File: src/rtl/axis_link_checker_pkg.sv
// axis_link_checker_pkg: pattern mode encodings, checker
// state encoding and PRBS-7 tap positions.
package axis_link_checker_pkg;

   localparam logic [1:0] MODE_INC  = 2'd0;
   localparam logic [1:0] MODE_PRBS = 2'd1;

   // x^7 + x^6 + 1: feedback from stages 7 and 6
   localparam int PRBS7_TAP_A = 6;
   localparam int PRBS7_TAP_B = 5;

   typedef enum logic [1:0] {
      SEEK    = 2'd0,
      CONFIRM = 2'd1,
      LOCKED  = 2'd2
   } state_t;

   function automatic logic mode_valid(input logic [1:0] m);
      return (m == MODE_INC) || (m == MODE_PRBS);
   endfunction

endpackage

File: src/rtl/axis_link_checker_next.sv
// pattern_next: combinational successor of a pattern word.
// Shared by the checker and the matching pattern generator.
module pattern_next #(
   parameter int DATA_WIDTH = 8
) (
   input  logic [1:0]            mode,
   input  logic [DATA_WIDTH-1:0] cur,
   output logic [DATA_WIDTH-1:0] nxt
);
   import axis_link_checker_pkg::*;

   logic [6:0]            lfsr;
   logic [DATA_WIDTH-1:0] prbs;

   // Run the LFSR from cur[6:0], emitting DATA_WIDTH bits MSB first
   always_comb begin
      lfsr = 7'(cur);
      prbs = '0;
      for (int i = DATA_WIDTH - 1; i >= 0; i--) begin
         lfsr = {lfsr[5:0], lfsr[PRBS7_TAP_A] ^ lfsr[PRBS7_TAP_B]};
         prbs[i] = lfsr[0];
      end
   end

   // Select the successor for the active mode
   always_comb begin
      unique case (mode)
         MODE_PRBS: nxt = prbs;
         default:   nxt = cur + 1'b1;
      endcase
   end

endmodule

File: config.mk
export PLATFORM = sky130hd
export DESIGN_NAME = pattern_next
export DESIGN_NICKNAME = d
export VERILOG_FILES = /design/src/rtl/axis_link_checker_pkg.sv /design/src/rtl/axis_link_checker_next.sv
export SDC_FILE = /design/constraint.sdc
export NUM_CORES = 1
export LEC_CHECK = 0
export CAP_MARGIN = 10
export CORE_AREA = 3 3 40 42
export DETAILED_ROUTE_END_ITERATION = 8
export DIE_AREA = 0 0 43 45
export DONT_BUFFER_PORTS = 1
export SLEW_MARGIN = 5
export SYNTH_ARGS = -nofsm -noshare
export SYNTH_HDL_FRONTEND = slang
export SYNTH_SLANG_ARGS = --single-unit
File: constraint.sdc
create_clock -name vclk -period 1.1
set_clock_uncertainty 0.1 [all_clocks]
set_input_delay 0.165 -clock vclk [all_inputs]
set_output_delay 0.165 -clock vclk [all_outputs]
set_load 0.01 [all_outputs]
# Word level (Yosys, flattened, before mapping)
# Index checks and enable logic that the tools add are counted.
# classes
n_addsub,1
n_eq_ne,1
n_mux,1
bitwise,8
# ops
cell,n
adder 8 x 1 -> 8 bit (second input constant),1
2-to-1 mux 8 bit,1
XOR 1 bit,8
== test 2 x 1 -> 1 bit (second input constant),1
# word_totals
ff_bits,0

# Depth between registers and ports, before layout
# logic_depth
word_depth,3
mapped_depth,5
depth_no_buf,4

# Least setup slack after synthesis
# No wires, ideal clock.
# synth_timing
path_kind,input to output
startpoint,input port cur[5]
endpoint,output port nxt[0]
t_arrival_ns,0.875
required_time_ns,0.835
slack_ns,-0.040
cell_stages,4
path_buffers,0
path_cell_list,ha_1 -> xor2_1 -> nor2_1 -> a21oi_1
# synth_between
elab_chain_len,3
elab_cells_between_ends,4
classes_between,mux: 1; bitwise: 3
# synth_lines
element,line_no,source
start: declaration,axis_link_checker_next.sv:7,"input logic [DATA_WIDTH-1:0] cur,"
XOR 1 bit,axis_link_checker_next.sv:20,"lfsr = {lfsr[5:0], lfsr[PRBS7_TAP_A] ^ lfsr[PRBS7_TAP_B]};"
XOR 1 bit *,axis_link_checker_next.sv:20,
2-to-1 mux 8 bit *,axis_link_checker_next.sv:27,unique case (mode)
end: declaration,axis_link_checker_next.sv:8,output logic [DATA_WIDTH-1:0] nxt
# Mark *: on every way between the ends. The rest lies on a longest branch, timed or not.

# Worst setup path in the final report
# layout_timing
startpoint,input port cur[3]
endpoint,output port nxt[5]
# layout_between
elab_chain_len,2
elab_cells_between_ends,3
classes_between,add/sub: 1; mux: 1; bitwise: 1
# layout_lines
element,line_no
adder 8 x 1 -> 8 bit or XOR 1 bit (tied branches),"axis_link_checker_next.sv:29, axis_link_checker_next.sv:20"
2-to-1 mux 8 bit *,axis_link_checker_next.sv:27
# Marked as above.

==> metrics.md <==
| Metric | Value |
|---|---|
| Status | `complete, no violations` |
| Critical path type | `in2out` |
| Area Overhead vs Synth | `50.7%` |
| Proportion of layout cells with a drive suffix above 1 | `between 30% and 40%` |
| Crit-path slowest cell | `xor2_1` |
| Worst Tran Pin Value | `285 ps` |
| IO Pins | `18` |
| Layout Cells excl Fill | `56` |
| Synthesized cell area | `262 sq um` |
| FILL cells | `145` |
| Fin util | `between 30% and 40%` |
| Die height | `45 microns` |
| Slew Limit Headroom | `81.0%` |
| Final hold violation count | `0` |
| Core area | `between 1000 and 1500 sq um` |
| Via count | `255` |
| Metal3 WL | `89 microns` |
| Port buffer count | `0` |
| RSZ-0062 raised after global routing | `true` |
| Dpl hpwl | `575 microns` |
| Place WS | `-48.5 ps` |
| Syn. warnings | `0` |
| Chip Width | `43 microns` |
| Sequential share of the synthesized area | `0%` |
| Final setup viols | `0` |
| Max IR drop VDD | `0.143 mV` |
| Post-Synthesis Cells | `38` |
| HP Class | `in2out` |
| Crit path buf inv count | `1` |
| Final WL | `660 microns` |
| Top cell type by total area after synthesis | `ha_1` |
| Crit path cell chain | `ha_4 -> nand3_2 -> xor2_1 -> a21oi_1 -> buf_4` |
| Crit start category | `primary input` |
| Core Rows | `13` |
| Wire length on met1 | `275 microns` |
| Post-synth top area share | `28.7%` |
| GRT overflow | `0` |
| Critical Path End Type | `primary output` |
| Routed Antenna Nets | `0` |
| CP Max Fanout | `3` |
| Vias in the first global route | `245` |
| Antenna violations before repair | `0` |
| Family with the most delay on the worst path | `XOR/XNOR gates` |
| CP arrival | `roughly 800 ps` |
| Met2 Routed Length | `296 microns` |
| Hold buffer count at CTS | `0` |
| FF+latch area | `0 sq um` |
| PD cells | `between 300 and 400 nW/um^2` |
| Postcts setup bufs | `0` |
| Placed cell area | `305 sq um` |
| Fin. max-slew vios | `0` |
| Pleak | `0.127 nW` |
| Period minus WS final | `1060 ps` |
| Mean Syn Cell Area | `6.88 sq um` |
| Global-route usage over all layers | `6.47%` |
| Slowest Stage Delay on Critical Path | `160 ps` |
| Setup_tns | `0 ps` |
| Initial DRC count | `3` |
| Commonest cells post-synth | `a21oi_1 (7), nor2_1 (7), ha_1 (6), xor2_1 (6), nand2_1 (3)` |
| Initial core utilization | `20.4%` |
| Fmax | `942 MHz` |
| Setup ws final | `38.2 ps` |
| Fin crit share | `96.5%` |
| WL/cell | `11.8 microns` |
| Die area | `~1900 sq um` |
| Dpl cells | `56` |
| DR pass1 iterations | `4` |
| Largest net degree at the start of global routing | `10` |
| Seq_cells | `0` |
| Largest cells by area after synthesis | `ha_1 (29%), xor2_1 (20%), a21oi_1 (13%), nor2_1 (10%), xnor2_1 (6.7%)` |
| Clock buffers | `0` |
| GP Congestion | `0.669` |
| Netlist cell types | `12` |
| Min Hold Slack | `281 ps` |
| Overall power | `155 uW` |
| Inserted Diodes | `0` |
| Final nets | `slightly below 60` |
| Syn_nets | `54` |
| Worst Path Required | `roughly 830 ps` |
| Top Metal Used | `met3` |
| Mean number of vias per cell | `4.55` |
| Post-route design area | `394 sq um` |
| DRC viols | `0` |
| First-pass GRT wire length | `roughly 1000 microns` |
| Max Cap Viol | `0` |
-- cells in the final DEF (no fill, tap or decap) --
| cell | count |
|---|---|
| a21oi_1 | 5 |
| a21oi_2 | 2 |
| buf_4 | 5 |
| ha_4 | 6 |
| nand2_1 | 3 |
| nand2b_1 | 1 |
| nand3_2 | 2 |
| nand4_1 | 1 |
| nor2_1 | 7 |
| o21ai_1 | 1 |
| xnor2_1 | 2 |
| xor2_1 | 6 |
-- power breakdown --
part / internal (mW) / switching [mW] / total, mW
Clock: 0 / 0 / 0
Combinational: 0.0806 / 0.0742 / 0.155
Sequential: 0 / 0 / 0
Total: 0.0806 / 0.0742 / 0.155
-- layout make-up --
type | instances | area, sq um | share of cell area (%)
Tap cell | 15 | 18.8 | 4.76
Multi-Input combinational cell | 36 | 338 | 85.7
Timing Repair Buffer | 5 | 37.5 | 9.52
-- what timing repair did --
action | in CTS | in global routing
pin swaps | 3 | 8
endpoints found under the setup margin | 6 | 4
cloned | 0 | 0
resized for setup | 7 | 6
-- worst paths after layout --
kind,start,endpoint,slack (ps),depth (start not counted)
setup / recovery,cur[3],nxt[5],40,5
hold / removal,cur[0],nxt[0],280,1
-- kinds of logic after synthesis --
group | synth area share (%)
buffers and inverters | 6.22
xor gates and xnor gates | 26.8
and+or+nand+nor | 23.0
adders and majority gates | 28.7
AOI/OAI and AO/OA | 15.3
-- routing by layer --
metal  track usage, %  up-vias
li1                 -      136
met1             7.62      108
met2             11.4       11
met3             3.19        0
met4                0        0
met5                0        -
Note: power is estimated with default switching activity, not from simulation.
